**config.mk**
```make
export PLATFORM = sky130hd
export DESIGN_NAME = vit_act_mul_arbiter_flat
export DESIGN_NICKNAME = d
export VERILOG_FILES = /design/src/rtl/vit_act_mul_arbiter_if.sv /design/src/rtl/vit_act_mul_arbiter.sv /design/src/flat_wrapper.sv
export SDC_FILE = /design/constraint.sdc
export NUM_CORES = 1
export LEC_CHECK = 0
export CORE_UTILIZATION = 41
export CTS_BUF_LIST = sky130_fd_sc_hd__clkbuf_8
export DETAILED_ROUTE_END_ITERATION = 10
export PLACE_DENSITY_LB_ADDON = 0.05
export SYNTH_ARGS = -nofsm -noshare
export SYNTH_HDL_FRONTEND = slang
export SYNTH_SLANG_ARGS = --single-unit
```
**constraint.sdc**
```tcl
create_clock -name clk -period 5.2 [get_ports clk]
set_input_delay 1.04 -clock clk [delete_from_list [all_inputs] [get_ports clk]]
set_output_delay 1.04 -clock clk [all_outputs]
set_load 0.005 [all_outputs]
```
**src/rtl/vit_act_mul_arbiter_if.sv**
```systemverilog
// Bundle between the requesters, the shared external multiplier and the result consumer.
// The slave modport is the arbiter's view; master is the environment's view.
interface vit_act_mul_arbiter_if #(
  parameter int NUM_REQ = 4,
  parameter int A_WIDTH = 16,
  parameter int B_WIDTH = 8,
  parameter int P_WIDTH = 24
) ();
  localparam int ID_W = $clog2(NUM_REQ);

  logic        [NUM_REQ-1:0]         req_valid;
  logic        [NUM_REQ-1:0]         req_ready;
  logic        [NUM_REQ*A_WIDTH-1:0] req_a;
  logic        [NUM_REQ*B_WIDTH-1:0] req_b;
  logic                              mul_ce;
  logic signed [A_WIDTH-1:0]         mul_din0;
  logic        [B_WIDTH-1:0]         mul_din1;
  logic signed [P_WIDTH-1:0]         mul_dout;
  logic                              rsp_valid;
  logic                              rsp_ready;
  logic        [ID_W-1:0]            rsp_id;
  logic signed [P_WIDTH-1:0]         rsp_data;
  logic        [31:0]                issue_cnt;

  modport slave (
    input  req_valid, req_a, req_b, mul_dout, rsp_ready,
    output req_ready, mul_ce, mul_din0, mul_din1, rsp_valid, rsp_id, rsp_data, issue_cnt
  );

  modport master (
    output req_valid, req_a, req_b, mul_dout, rsp_ready,
    input  req_ready, mul_ce, mul_din0, mul_din1, rsp_valid, rsp_id, rsp_data, issue_cnt
  );
endinterface

```
**src/rtl/vit_act_mul_arbiter.sv**
```systemverilog
// Round-robin arbiter sharing one pipelined signed x unsigned multiplier among NUM_REQ
// requesters; a tag pipeline tracks which requester owns each product in flight.
module vit_act_mul_arbiter #(
  parameter int NUM_REQ     = 4,
  parameter int MUL_LATENCY = 3,
  parameter int A_WIDTH     = 16,
  parameter int B_WIDTH     = 8,
  parameter int P_WIDTH     = 24
) (
  input logic                   clk,
  input logic                   reset,
  vit_act_mul_arbiter_if.slave  bus
);
  localparam int ID_W = $clog2(NUM_REQ);

  function automatic logic [ID_W-1:0] wrap_inc(input logic [ID_W-1:0] idx);
    if (int'(idx) == NUM_REQ - 1) return '0;
    return idx + 1'b1;
  endfunction

  logic [ID_W-1:0]         rr_ptr_q, rr_ptr_d;
  logic [31:0]             issue_cnt_q, issue_cnt_d;
  logic [MUL_LATENCY-1:0]  tag_vld_q, tag_vld_d;
  logic [ID_W-1:0]         tag_id_q [MUL_LATENCY];
  logic [ID_W-1:0]         tag_id_d [MUL_LATENCY];

  logic [ID_W-1:0]         scan_idx;
  logic [ID_W-1:0]         grant;
  logic                    any_vld;
  logic                    mul_ce;
  logic                    issue;
  logic                    rsp_valid;
  logic [NUM_REQ-1:0]      req_ready;
  logic signed [A_WIDTH-1:0] din0;
  logic [B_WIDTH-1:0]      din1;

  // Scan from rr_ptr upward (with wrap) and take the first valid requester.
  always_comb begin
    grant    = '0;
    any_vld  = 1'b0;
    scan_idx = rr_ptr_q;
    for (int k = 0; k < NUM_REQ; k++) begin
      if (!any_vld && bus.req_valid[scan_idx]) begin
        grant   = scan_idx;
        any_vld = 1'b1;
      end
      scan_idx = wrap_inc(scan_idx);
    end
  end

  assign rsp_valid = tag_vld_q[MUL_LATENCY-1];

  always_comb begin
    mul_ce    = !reset && !(rsp_valid && !bus.rsp_ready);
    issue     = any_vld && mul_ce;
    req_ready = '0;
    din0      = '0;
    din1      = '0;
    if (any_vld) begin
      req_ready[grant] = mul_ce;
      din0             = bus.req_a[int'(grant)*A_WIDTH +: A_WIDTH];
      din1             = bus.req_b[int'(grant)*B_WIDTH +: B_WIDTH];
    end
  end

  always_comb begin
    rr_ptr_d    = issue ? wrap_inc(grant) : rr_ptr_q;
    issue_cnt_d = issue_cnt_q + {31'b0, issue};
  end

  // Tag pipeline: mirrors the multiplier stages, so it moves only on mul_ce.
  always_comb begin
    tag_vld_d = tag_vld_q;
    tag_id_d  = tag_id_q;
    if (mul_ce) begin
      tag_vld_d[0] = issue;
      tag_id_d[0]  = grant;
      for (int s = 1; s < MUL_LATENCY; s++) begin
        tag_vld_d[s] = tag_vld_q[s-1];
        tag_id_d[s]  = tag_id_q[s-1];
      end
    end
  end

  always_ff @(posedge clk or posedge reset) begin
    if (reset) begin
      rr_ptr_q    <= '0;
      issue_cnt_q <= '0;
      tag_vld_q   <= '0;
      for (int s = 0; s < MUL_LATENCY; s++) tag_id_q[s] <= '0;
    end else begin
      rr_ptr_q    <= rr_ptr_d;
      issue_cnt_q <= issue_cnt_d;
      tag_vld_q   <= tag_vld_d;
      for (int s = 0; s < MUL_LATENCY; s++) tag_id_q[s] <= tag_id_d[s];
    end
  end

  assign bus.req_ready = req_ready;
  assign bus.mul_ce    = mul_ce;
  assign bus.mul_din0  = din0;
  assign bus.mul_din1  = din1;
  assign bus.rsp_valid = rsp_valid;
  assign bus.rsp_id    = tag_id_q[MUL_LATENCY-1];
  assign bus.rsp_data  = bus.mul_dout;
  assign bus.issue_cnt = issue_cnt_q;

endmodule

```
**src/flat_wrapper.sv**
```systemverilog
// flat-port wrapper written by rule: the top's interface ports become plain ports
module vit_act_mul_arbiter_flat 
#(
  parameter int NUM_REQ     = 4,
  parameter int MUL_LATENCY = 3,
  parameter int A_WIDTH     = 16,
  parameter int B_WIDTH     = 8,
  parameter int P_WIDTH     = 24
)
  (clk, reset, bus_req_valid, bus_req_a, bus_req_b, bus_mul_dout, bus_rsp_ready, bus_req_ready, bus_mul_ce, bus_mul_din0, bus_mul_din1, bus_rsp_valid, bus_rsp_id, bus_rsp_data, bus_issue_cnt);
  vit_act_mul_arbiter_if #(.NUM_REQ(NUM_REQ), .A_WIDTH(A_WIDTH), .B_WIDTH(B_WIDTH), .P_WIDTH(P_WIDTH)) bus_i ();
  input logic clk;
  input logic reset;
  input wire logic [$bits(bus_i.req_valid)-1:0] bus_req_valid;
  input wire logic [$bits(bus_i.req_a)-1:0] bus_req_a;
  input wire logic [$bits(bus_i.req_b)-1:0] bus_req_b;
  input wire logic [$bits(bus_i.mul_dout)-1:0] bus_mul_dout;
  input wire logic [$bits(bus_i.rsp_ready)-1:0] bus_rsp_ready;
  output wire logic [$bits(bus_i.req_ready)-1:0] bus_req_ready;
  output wire logic [$bits(bus_i.mul_ce)-1:0] bus_mul_ce;
  output wire logic [$bits(bus_i.mul_din0)-1:0] bus_mul_din0;
  output wire logic [$bits(bus_i.mul_din1)-1:0] bus_mul_din1;
  output wire logic [$bits(bus_i.rsp_valid)-1:0] bus_rsp_valid;
  output wire logic [$bits(bus_i.rsp_id)-1:0] bus_rsp_id;
  output wire logic [$bits(bus_i.rsp_data)-1:0] bus_rsp_data;
  output wire logic [$bits(bus_i.issue_cnt)-1:0] bus_issue_cnt;
  assign bus_i.req_valid = bus_req_valid;
  assign bus_i.req_a = bus_req_a;
  assign bus_i.req_b = bus_req_b;
  assign bus_i.mul_dout = bus_mul_dout;
  assign bus_i.rsp_ready = bus_rsp_ready;
  assign bus_req_ready = bus_i.req_ready;
  assign bus_mul_ce = bus_i.mul_ce;
  assign bus_mul_din0 = bus_i.mul_din0;
  assign bus_mul_din1 = bus_i.mul_din1;
  assign bus_rsp_valid = bus_i.rsp_valid;
  assign bus_rsp_id = bus_i.rsp_id;
  assign bus_rsp_data = bus_i.rsp_data;
  assign bus_issue_cnt = bus_i.issue_cnt;
  vit_act_mul_arbiter #(.NUM_REQ(NUM_REQ), .MUL_LATENCY(MUL_LATENCY), .A_WIDTH(A_WIDTH), .B_WIDTH(B_WIDTH), .P_WIDTH(P_WIDTH)) u_core (.clk(clk), .reset(reset), .bus(bus_i));
endmodule
```
==> impl_metrics.toml <==
[grt]
antenna_found_initial = 0
grt_pass1_vias = 2959
grt_pass1_wl_mm = 14.86
grt_use_total_pct = 22.21
grt_start_max_net_pins = 34
grt.overflow.total = 0

[synthesis]
yosysMostFrequentCell = "mux2i_1"
yosys.area.top_type_share_pct = 32.11
netlist_top_cells_count = "mux2i_1, dfrtp_1, buf_4, xnor2_1, a22oi_1"
syn_area_mm2 = 0.003351
yosysSeqAreaShare_pct = 32.11
ys_async_sr_fraction_pct = 100.0
yosys.area.top_type = "dfrtp_1"
synth.distinct_cells = 50
syn_avg_cell_area_um2 = 10.57
ys_dominant_reg_cell = "dfrtp_1"
ys_ff_latch = 43
syn_inst = 317
synth_nets = 452
synth_area_leaders = "dfrtp_1, mux2i_1, buf_4"
synth_edf_count = 0
ys_warn_count = 0

[detailed_routing]
routed_wl_mm = 9.325
first_pass_iters = 4
avgViaCountPerCell = 5.181
vias = 2917
wl_per_cell_um = 16.56
drt_iter0_drc = 143
postRouteAntennaNets = 0
drc = 0

[outcome]
status = "finished clean"

[cells_and_area]
final_nets = 595
stdcell_count = 563
multi_input_area_mm2 = 0.001886
final_area_mm2 = 0.005041
antenna_cells = 0
fill_cells = 651
drive_gt1_share_pct = 11.93
area_growth_pct = 50.45
register_area_mm2 = 0.001076

[setup_path]
critPathKind = "primary input to output port"
cpMostUsedCell = "clkdlybuf4s50_1"
arrival_ns = 3.93
critical_path_required_ns = 4.16
crit_fanout = 13
start_kind = "primary input"
cpPeakStageDelay_ns = 0.62
r2r_cells = 13
reg2reg_from = "u_core.rr_ptr_q[0]"
r2r_end = "u_core.bus.issue_cnt[26]"
r2r_slack_ns = 1.04
crit_chain = "clkdlybuf4s50_1, mux4_2, nor4_4, a211oi_2, a31oi_4, buf_12, mux2i_1, clkdlybuf4s50_1"
worst_path_max_delay_cell = "mux4_2"
endpoint_kind = "output port"

[cts]
h-tree-depth = 2
clkSlewWorstSetupHoldPaths_ns = 0.08
cts_tree = "yes"
post-cts-setup-buffers = 0
cts-root-buf = "clkbuf_8"
max-clock-path-buffers = 2
clkSinkCount = 43
cts_buffers = 5
cts_resized = 0
clock_latency_ns = 0.30
cts-hold-fix-buffers = 0

[placed_design]
placedInstanceArea_mm2 = 0.004921
place_inst = 555
dpl.hpwl_mm = 7.535
post-place-ws_ns = 0.2353
gp_congestion = 0.8372
portBuffers = 166

[power]
vdd_drop_max_mv = 0.4957
p_int_mw = 1.886
power_density_mw_per_mm2 = 609.5
p_seq_share_pct = 15.5
clkPwrFrac_pct = 8.9
p_sw_share_pct = 38.61
p_total_mw = 3.073
leakage_nw = 2.120
pwr-share-comb_pct = 75.6
netSwitchingPower_mw = 1.186

[job]
cap_viol_max_count = 0

[worst_hold_path]
holdPathStages = 1
hold_path.class = "flip-flop to flip-flop"
min_from = "u_core.bus.issue_cnt[31]"
hold_end = "u_core.bus.issue_cnt[31]"

[sta]
slew_headroom_pct = 56.44
rsz0062_at_grt = "false"
fin_skew_ns = 0.007457
setup_violations = 0
clock.fmax_mhz = 201.3
layout_setup_ws_ns = 0.2334
period_needed_ns = 4.967
final-max-slew-violation-count = 0
fin_crit_sh_pct = 95.51
setup_tns_ns = 0
worstMarginPinSlew_ns = 0.6485
finalHoldViolCount = 0

[floorplanning]
dieArea_mm2 = 0.008538
num_rows = 32
initial_core_util_pct = 42.92
core_area_mm2 = 0.007807
die_y_um = 92.40
die_w_um = 92.40
io_pins = 215
-- registers in the layout (all words and copies together) (netlist names) --
register              flops
u_core.tag_id_q           4
u_core.tag_vld_q          3
u_core.bus.issue_cnt     32
u_core.rr_ptr_q           2
u_core.bus.rsp_id         2
-- cell families after synthesis --
logic type,Yosys count,synth area share [%]
XOR/XNOR,30,7.842
flip-flops,43,32.11
multiplexers,65,20.20
buffers and inverters,52,11.95
AND/OR/NAND/NOR,72,12.58
adder cells (fa/ha/maj),8,2.987
AO/OA/AOI/OAI,47,12.32
-- metrics by stage --
step           hold slack [ns]  utilization (%)
2_1_floorplan           0.4441                -
3_3_place_gp            0.4619            63.03
3_5_place_dp            0.4685            63.03
4_1_cts                 0.4870            64.54
5_1_grt                 0.5065            64.57
6_report                0.4804            64.57
-- layer usage --
| layer | wire length, um | track usage (%) |
|---|---|---|
| met5 | 0 | 0 |
| met4 | 229 | 7.682 |
| met3 | 621 | 5.829 |
| met2 | 4448 | 35.12 |
| met1 | 4025 | 29.21 |
-- critical path, delay by kind of cell --
family / cells / cell delay (ns)
buf+inv: 3 / 1.23
simple gates: 1 / 0.35
compound gates: 2 / 0.45
mux: 2 / 0.85
-- power by group through the flow --
stage	Clock (mW)	Combinational [mW]	Sequential [mW]
2_1_floorplan	0	1.51	0.456
3_3_place_gp	0	2.32	0.481
3_5_place_dp	0	2.32	0.481
4_1_cts	0.280	2.34	0.476
5_1_grt	0.296	2.51	0.490
6_report	0.273	2.32	0.477
-- layout by cell type, fill, tap and decap left out, types with 4 or more instances in the layout --
master	synthesis	routed
clkdlybuf4s50_1	0	166
mux2i_1	53	53
dfrtp_1	43	43
xnor2_1	22	22
a22oi_1	17	17
nand2_1	14	14
nand3_1	13	13
mux2_2	11	11
buf_4	29	11
nor2_1	9	9
inv_1	8	8
xor2_1	8	8
a22oi_2	7	7
ha_1	8	7
a21oi_1	6	6
nand4_1	6	6
clkbuf_8	1	6
and3_1	5	5
and2_1	5	5
nor3_1	4	4
-- worst max-delay path by stage --
stage	startpoint	end	slack [ns]	cells past startpoint
CTS	u_core.rr_ptr_q[0]	bus_mul_din0[13]	0.20	9
floorplan	bus_req_valid[0]	bus_req_ready[0]	1.17	10
finish	bus_req_valid[1]	bus_mul_din0[5]	0.23	8
global route	bus_req_valid[3]	bus_mul_din0[13]	0.06	10
detailed placement	bus_req_valid[1]	bus_mul_din0[13]	0.24	8
global placement	bus_req_valid[3]	bus_mul_din0[7]	0.27	10
-- area by class of cell --
class,instances,area share (%)
inverters,8,0.5957
flip-flops and latches,43,21.35
repair buffers,180,35.79
multi-input cells,222,37.40
well taps,102,2.532
clock inverters,2,0.6950
clock buffers,6,1.638
(Power assumes the default switching activity.)
